`src/rtl/puf_pkg.sv`:
```
// Shared types and defaults for the ring-oscillator PUF response reader.
package puf_pkg;

  typedef enum logic [2:0] {
    IDLE   = 3'd0,
    CLEAR  = 3'd1,
    RUN    = 3'd2,
    WAIT   = 3'd3,
    SAMPLE = 3'd4,
    DONE   = 3'd5
  } state_t;

  localparam int N_CHAL_DEF = 16;
  localparam int CNT_W_DEF  = 16;
  localparam int WINDOW_DEF = 1024;
  localparam int SETTLE_DEF = 4;

  function automatic int clog2(input int value);
    int r;
    r = 0;
    while ((32'sd1 << r) < value) begin
      r = r + 1;
    end
    return r;
  endfunction

endpackage

```
`src/rtl/puf_window_timer.sv`:
```
// Down-counter shared by the CLEAR, RUN and WAIT phases; done marks the last counted cycle.
module puf_window_timer #(
  parameter int W = 11
) (
  input  logic         clk,
  input  logic         rst_n,
  input  logic         load,
  input  logic [W-1:0] load_val,
  input  logic         enable,
  output logic         done
);

  logic [W-1:0] cnt_r;

  // Reload takes priority; otherwise count down while enabled, stopping at zero.
  always_ff @(posedge clk or negedge rst_n) begin
    if (!rst_n) begin
      cnt_r <= '0;
    end else if (load) begin
      cnt_r <= load_val;
    end else if (enable && (cnt_r != '0)) begin
      cnt_r <= cnt_r - W'(1);
    end
  end

  assign done = enable && (cnt_r == W'(1));

endmodule

```
`src/rtl/puf_challenge_reader.sv`:
```
// Steps through all challenges, races the oscillator pair per challenge and
// assembles the comparison results into one response word with valid/ready handoff.
module puf_challenge_reader
  import puf_pkg::*;
#(
  parameter int N_CHAL = N_CHAL_DEF,
  parameter int CNT_W  = CNT_W_DEF,
  parameter int WINDOW = WINDOW_DEF,
  parameter int SETTLE = SETTLE_DEF,
  parameter int CHAL_W = clog2(N_CHAL),
  parameter int TIE_W  = clog2(N_CHAL + 1)
) (
  input  logic              clk,
  input  logic              rst_n,
  input  logic              start,
  output logic              busy,
  output logic [CHAL_W-1:0] challenge,
  output logic              osc_en,
  output logic              cnt_clr,
  input  logic [CNT_W-1:0]  count_a,
  input  logic [CNT_W-1:0]  count_b,
  output logic [N_CHAL-1:0] resp,
  output logic              resp_valid,
  input  logic              resp_ready,
  output logic [TIE_W-1:0]  tie_cnt,
  output logic              sat
);

  localparam int TMR_W = clog2(((WINDOW > SETTLE) ? WINDOW : SETTLE) + 1);
  localparam logic [CHAL_W-1:0] LAST_CHAL = CHAL_W'(N_CHAL - 1);

  state_t              state_r, next_state_s;
  logic                tmr_load_s, tmr_en_s, tmr_done_s;
  logic [TMR_W-1:0]    tmr_val_s;
  logic [CHAL_W-1:0]   challenge_r;
  logic [N_CHAL-1:0]   resp_r;
  logic [TIE_W-1:0]    tie_r;
  logic                sat_r, busy_r, osc_en_r, cnt_clr_r, resp_valid_r;

  puf_window_timer #(.W(TMR_W)) u_timer (
    .clk      (clk),
    .rst_n    (rst_n),
    .load     (tmr_load_s),
    .load_val (tmr_val_s),
    .enable   (tmr_en_s),
    .done     (tmr_done_s)
  );

  // State register.
  always_ff @(posedge clk or negedge rst_n) begin
    if (!rst_n) begin
      state_r <= IDLE;
    end else begin
      state_r <= next_state_s;
    end
  end

  // Next-state and timer control; each timed phase loads the length of the phase it enters.
  always_comb begin
    next_state_s = state_r;
    tmr_load_s   = 1'b0;
    tmr_en_s     = 1'b0;
    tmr_val_s    = '0;
    case (state_r)
      IDLE: begin
        if (start) begin
          next_state_s = CLEAR;
          tmr_load_s   = 1'b1;
          tmr_val_s    = TMR_W'(SETTLE);
        end else begin
          next_state_s = IDLE;
        end
      end
      CLEAR: begin
        tmr_en_s = 1'b1;
        if (tmr_done_s) begin
          next_state_s = RUN;
          tmr_load_s   = 1'b1;
          tmr_val_s    = TMR_W'(WINDOW);
        end else begin
          next_state_s = CLEAR;
        end
      end
      RUN: begin
        tmr_en_s = 1'b1;
        if (tmr_done_s) begin
          next_state_s = WAIT;
          tmr_load_s   = 1'b1;
          tmr_val_s    = TMR_W'(SETTLE);
        end else begin
          next_state_s = RUN;
        end
      end
      WAIT: begin
        tmr_en_s = 1'b1;
        if (tmr_done_s) begin
          next_state_s = SAMPLE;
        end else begin
          next_state_s = WAIT;
        end
      end
      SAMPLE: begin
        if (challenge_r == LAST_CHAL) begin
          next_state_s = DONE;
        end else begin
          next_state_s = CLEAR;
          tmr_load_s   = 1'b1;
          tmr_val_s    = TMR_W'(SETTLE);
        end
      end
      DONE: begin
        if (resp_valid_r && resp_ready) begin
          next_state_s = IDLE;
        end else begin
          next_state_s = DONE;
        end
      end
      default: begin
        next_state_s = IDLE;
      end
    endcase
  end

  // Response datapath: cleared on run start, updated once per challenge in SAMPLE.
  always_ff @(posedge clk or negedge rst_n) begin
    if (!rst_n) begin
      challenge_r <= '0;
      resp_r      <= '0;
      tie_r       <= '0;
      sat_r       <= 1'b0;
    end else if ((state_r == IDLE) && start) begin
      challenge_r <= '0;
      resp_r      <= '0;
      tie_r       <= '0;
      sat_r       <= 1'b0;
    end else if (state_r == SAMPLE) begin
      resp_r[challenge_r] <= (count_a > count_b);
      if (count_a == count_b) begin
        tie_r <= tie_r + TIE_W'(1);
      end
      if ((&count_a) || (&count_b)) begin
        sat_r <= 1'b1;
      end
      if (challenge_r != LAST_CHAL) begin
        challenge_r <= challenge_r + CHAL_W'(1);
      end
    end
  end

  // Control outputs registered from the next state so they track the FSM cycle-for-cycle.
  always_ff @(posedge clk or negedge rst_n) begin
    if (!rst_n) begin
      busy_r       <= 1'b0;
      osc_en_r     <= 1'b0;
      cnt_clr_r    <= 1'b0;
      resp_valid_r <= 1'b0;
    end else begin
      busy_r       <= (next_state_s != IDLE);
      osc_en_r     <= (next_state_s == RUN);
      cnt_clr_r    <= (next_state_s == CLEAR);
      resp_valid_r <= (state_r == DONE) && !(resp_valid_r && resp_ready);
    end
  end

  assign busy       = busy_r;
  assign challenge  = challenge_r;
  assign osc_en     = osc_en_r;
  assign cnt_clr    = cnt_clr_r;
  assign resp       = resp_r;
  assign resp_valid = resp_valid_r;
  assign tie_cnt    = tie_r;
  assign sat        = sat_r;

endmodule

```
`config.mk`:
```
export PLATFORM = sky130hd
export DESIGN_NAME = puf_challenge_reader
export DESIGN_NICKNAME = d
export VERILOG_FILES = /design/src/rtl/puf_pkg.sv /design/src/rtl/puf_window_timer.sv /design/src/rtl/puf_challenge_reader.sv
export SDC_FILE = /design/constraint.sdc
export NUM_CORES = 1
export LEC_CHECK = 0
export ABC_AREA = 1
export CAP_MARGIN = 30
export CORE_MARGIN = 2
export CORE_UTILIZATION = 40
export DETAILED_ROUTE_END_ITERATION = 10
export PLACE_DENSITY = 0.66
export SLEW_MARGIN = 20
export SYNTH_ARGS = -nofsm -noshare
export SYNTH_HDL_FRONTEND = slang
export SYNTH_HIERARCHICAL = 1
export SYNTH_SLANG_ARGS = --single-unit
export TNS_END_PERCENT = 20
```
`constraint.sdc`:
```
create_clock -name clk -period 3.88 [get_ports clk]
set_input_delay 0.776 -clock clk [delete_from_list [all_inputs] [get_ports clk]]
set_output_delay 0.776 -clock clk [all_outputs]
set_load 0.01 [all_outputs]
```
; ---- Word-level counts from Yosys, hierarchy flattened
; Cells that the tools add are included.
[word_totals]
register_bits = 44
latchBits = 0
ramBits = 0
mem_bits_ro = 0
input_bits = 36
out_inout_bits = 30
elab_cells = 83
memories = 0
[op_classes]
addsub = 3
n_mul = 0
n_div = 0
order_cmp = 3
eq_ne = 11
n_shift = 0
muxes = 33
bitwise_logic = 0
n_reduce_logical = 23
[ops]
columns = op, count
row1 = $pmux 11 s4, 1
row2 = $mux 11, 3
row3 = $mux 16, 2
row4 = $reduce_and 16->1, 2
row5 = $mux 3, 6
row6 = $pmux 3 s6, 1
row7 = $bwmux 16, 1
row8 = $eq 16x16->1, 1
row9 = $gt 16x16->1, 1
row10 = $mux 5, 3
row11 = $mux 4, 3
row12 = $eq 11x1->1 const B, 1
row13 = $reduce_bool 11->1, 1
row14 = $sub 11x1->11 const B, 1
row15 = $mux 1, 10
row16 = $reduce_bool 2->1, 5
row17 = $eq 3x2->1 const B, 3
row18 = $eq 3x1->1 const B, 2
row19 = $eq 3x3->1 const B, 2
row20 = $logic_and 1x1->1, 6
row21 = $reduce_and 2->1, 3
row22 = $add 5x1->5 const B, 1
row23 = $lt 4x5->1 const B, 1
row24 = $add 4x1->4 const B, 1
row25 = other kinds (12), 12

; ---- Logic depth before layout (Yosys ltp)
[logic_depth]
depth_word = 7
mapped_depth = 15
mapped_depth_nobuf = 14

; ---- Cells and area by module
; The synthesis kept the hierarchy.
[by_module_without_submodules]
columns = module, n_inst, cells_each, area_each_um2, seq_area_each_um2
row1 = puf_challenge_reader, 1, 274, 2212.1, 825.8
row2 = puf_window_timer, 1, 111, 807.0, 275.3

; ---- Worst setup path before layout
; OpenSTA, ideal clock, no wires.
[synth_path]
path_kind = register to register
start = register state_r[0]
end = register u_timer.cnt_r[6]
setup_ps = 117
t_arrival_ps = 2067
required_time_ps = 3763
path_slack_ps = 1696
stages_incl_launch_ff = 15
n_path_buf = 1
synth_period_minus_slack_ps = 2184
cell_sequence = dfrtp_1 > nor2_4 > nor2_1 > nand4_1 > nor3_1 > inv_1 > nor2_1 > inv_1 > nand3_1 > inv_2 > buf_2 > nand3_1 > nand2_1 > nand2_2 > o21ai_2
[synth_via]
elab_chain_cells = 7
elab_cells_between_ends = 15
classes_between = 4 x eq/ne / 5 x mux / 6 x reduce/logical
[synth_rtl]
columns = element, line
row1 = from (decl), puf_challenge_reader.sv:32  ; state_t state_r, next_state_s;
row2 = from (signal assigned), puf_challenge_reader.sv:54  ; state_r <= next_state_s;
row3 = $eq 3x2->1 or $eq 3x1->1 (tied branches), puf_challenge_reader.sv:64  ; case (state_r)
row4 = $reduce_or 3->1 (no line) *, --
row5 = $mux 1 *, puf_challenge_reader.sv:64
row6 = via tmr_en_s, puf_challenge_reader.sv:33  ; logic tmr_load_s, tmr_en_s, tmr_done_s;
row7 = $logic_and 1x1->1 *, puf_window_timer.sv:26  ; assign done = enable && (cnt_r == W'(1));
row8 = via tmr_done_s, puf_challenge_reader.sv:33
row9 = $mux 1 *, "puf_challenge_reader.sv:76, puf_challenge_reader.sv:86"
row10 = $pmux 1 s3 *, puf_challenge_reader.sv:64
row11 = via tmr_load_s, puf_challenge_reader.sv:33
row12 = $mux 11 or $reduce_bool 2->1 (tied branches), --
row13 = to (signal assigned), puf_window_timer.sv:20  ; cnt_r <= load_val;
row14 = to (signal assigned), puf_window_timer.sv:22  ; cnt_r <= cnt_r - W'(1);
row15 = to (decl), puf_window_timer.sv:13  ; logic [W-1:0] cnt_r;
; Mark *: on every way through the listed nets, which the timed path passes. The rest lies on a longest branch.
; A chain may end at the register's enable or synchronous reset.

; ---- Worst setup path in the final report
; Ends and elaborated chain as after synthesis.

==> results.toml <==
[final_layout]
n_antenna_cell = 0
nFillCells = 722
final_core_util_pct = 53.9
nets = 520
syn_to_final_growth_pct = 30.2
drive_gt1_share_pct = 11.0

[synthesis]
synth_most_common_cell = "nand2_1"
synth_area_per_cell_um2 = 7.84
synthFlopType = "dfrtp_1"
netlist_top_cells_area = "dfrtp_1, nand2_1, ha_1, inv_1, nor2_1"
ys_ff_latch = 44
synth_edf_count = 0
synth_cell_types = 34
synth_top_area_share_pct = 36.5
ys_seq_area_share_pct = 36.5
synthArstFlopShare_pct = 100
synth_warnings = 6
yosys.area.top_type = "dfrtp_1"
syn_area_mm2 = 0.00302
synthTopCellsByCount = "nand2_1, dfrtp_1, inv_1"
syn-instance-count = 385

[sta]
rsz0062_at_grt = "no"
max_freq_ghz = 0.397
setup-violations-final = 0
finClkSkew_ps = 5.89
period_share_pct = 65.0
drv_slew = 0
fin_crit_ps = 2520
tightestPinTransition_ps = 555
setup-tns-final_ps = 0
final_hold_viol_count = 0
max_slew_margin_pct = 63.0

[route]
drt_iter0_drc = 142
ant_nets = 0
avgRoutedWirePerCell_um = 12.2
drtPass1Iterations = 4
drt-total-wl_um = 6860
drcViolationCount = 0
vias_per_cell = 4.90
vias = 2747

[placement]
dp_hpwl_um = 5420
place_congestion = 0.803
numPortBuffers = 65

[pwr]
p_leak_uw = 0.00182
vdd_drop_max_mv = 0.349
p_comb_share_pct = 42.6
p_per_area_mw_per_mm2 = 449
intPower_uw = 1040
switching_share_pct = 40.8
pwr-share-clk_pct = 21.5
p_total_uw = 1760
p_switching_uw = 720
pwr-share-seq_pct = 35.9

[cts]
clk_pin_slew_ps = 90
ctsResizeCount = 0
cts_tree = "built"
clockBufferDepth = 2
h-tree-depth = 2
cts_setup_buffers = 0
numCtsBuffers = 5
ctsHoldBuffers = 0
cts.root.buffer_cell = "clkbuf_8"
insertion_delay_ps = 300
cts_sinks = 44

[floorplan]
dieArea_mm2 = 0.00826
ios = 66
start_util_pct = 41.4
dieWidth_um = 90.9
die_h_um = 90.9
fp.coreArea_mm2 = 0.00729
row_count = 31

[critical_path]
criticalPathCategory = "reg -> reg"
critPathMaxStageDelay_ps = 460
cp_slowest_cell = "dfrtp_1"
path_buf_inv = 4
reg2reg_from = "state_r[0]"
critPathTopFamily = "simple AND/OR/NAND/NOR gates"
r2r-end = "u_timer/cnt_r[6]"
critPathMaxFanout = 15
worstPathArrival_ps = 2720
worstRegToRegCells = 14
required_ps = 4080
r2r_slack_ps = 1360
cp-end-kind = "register"
worstPathCellList = "nor2_4 -> nor2_1 -> nand4_1 -> nor3_1 -> inv_1 -> nor2_1 -> inv_1 -> nand3_1 -> buf_4 -> inv_2 -> nand3_1 -> nand2_1 -> nand2_2 -> o21ai_2"
crit_path_start_kind = "register"

[global_route]
antenna_found_initial = 0
grt_max_degree = 26
grt_pass1_vias = 2728
grt_first_pass_wirelength_um = 12300
grt_use_total_pct = 17.8
grt.overflow.total = 0

[outcome]
status = "complete, no violations"

[job]
cap_violations = 0

[hold_path]
hold_path_class = "in -> async"
==> power groups by stage <==
| stage | Sequential (uW) | Clock, uW | Combinational [uW] |
|---|---|---|---|
| final | 633 | 380 | 752 |
| after global routing | 646 | 404 | 866 |
| after CTS | 633 | 386 | 756 |
| after detailed placement | 639 | 0 | 752 |
| after global placement | 639 | 0 | 725 |
| after floorplan | 630 | 0 | 556 |
==> worst max-delay path by stage <==
stage / startpoint / end / slack [ps] / cells after the start
2_1_floorplan: state_r[0] / u_timer/cnt_r[6] / 1700 / 14
3_3_place_gp: start / u_timer/cnt_r[6] / 1230 / 11
3_5_place_dp: start / u_timer/cnt_r[0] / 1170 / 10
4_1_cts: state_r[0] / u_timer/cnt_r[6] / 1380 / 14
5_1_grt: state_r[0] / u_timer/cnt_r[6] / 1040 / 14
6_report: state_r[0] / u_timer/cnt_r[6] / 1360 / 14
==> routing by layer <==
layer	up-vias	GRT usage (%)	share of wire (%)
li1	1413	-	-
met1	1269	23.7	47
met2	59	30.1	48
met3	6	3.84	4.0
met4	0	3.03	0.80
met5	-	0	0
==> placed cells by master (no fill, tap or decap), types with 6 or more instances in the layout <==
cell type / Yosys / layout
a21oi_1: 27 / 27
nand2_1: 82 / 82
nand4_1: 14 / 14
conb_1: 1 / 9
clkdlybuf4s50_1: 0 / 64
clkbuf_8: 0 / 6
ha_1: 23 / 23
nor2_1: 38 / 38
o21ai_1: 12 / 12
nor2_4: 12 / 12
nand3_1: 26 / 26
o21ai_0: 13 / 13
inv_1: 40 / 40
dfrtp_1: 44 / 44
inv_2: 6 / 6
==> cell families after synthesis <==
logic type	synth area share [%]
adder cells (fa/ha/maj)	9.53
XOR/XNOR	2.32
flip-flops	36.5
AND/OR/NAND/NOR	32.1
AO/OA/AOI/OAI	11.8
other	0.124
buffers and inverters	7.71
==> worst register-to-register path, cell delays in order, from the launching register on <==
cell and delay [ps]:
dfrtp_1 460, nor2_4 70, nor2_1 270, nand4_1 150, nor3_1 310, inv_1 140, nor2_1 160, inv_1 110
nand3_1 100, buf_4 220, inv_2 150, nand3_1 110, nand2_1 60, nand2_2 60, o21ai_2 40
==> metrics by stage <==
step	cells	cell area (um^2)	hold WS (ps)	setup slack, ps
global route	561	3930	475	1040
finish	561	3930	449	1360
CTS	561	3930	472	1380
floorplan	393	3050	480	1700
global placement	552	3780	492	1230
detailed placement	553	3810	505	1170
==> flip-flops by register name (all words and copies together), names as in the netlist <==
register / cells
tie_cnt: 5
osc_en: 1
resp: 16
challenge: 4
u_timer/cnt_r: 11
sat: 1
busy: 1
resp_valid: 1
state_r: 3
cnt_clr: 1
==> final cells by class <==
type / instances / area [um^2] / area share (%)
clock inverter: 2 / 38.8 / 0.987
inverter: 48 / 188 / 4.78
multi-input combinational: 295 / 1720 / 43.6
sequential: 44 / 1100 / 28.0
tap: 99 / 124 / 3.15
clock buffer: 6 / 82.6 / 2.10
timing repair buffer: 67 / 681 / 17.3
Power figures use the tool's default switching activity.
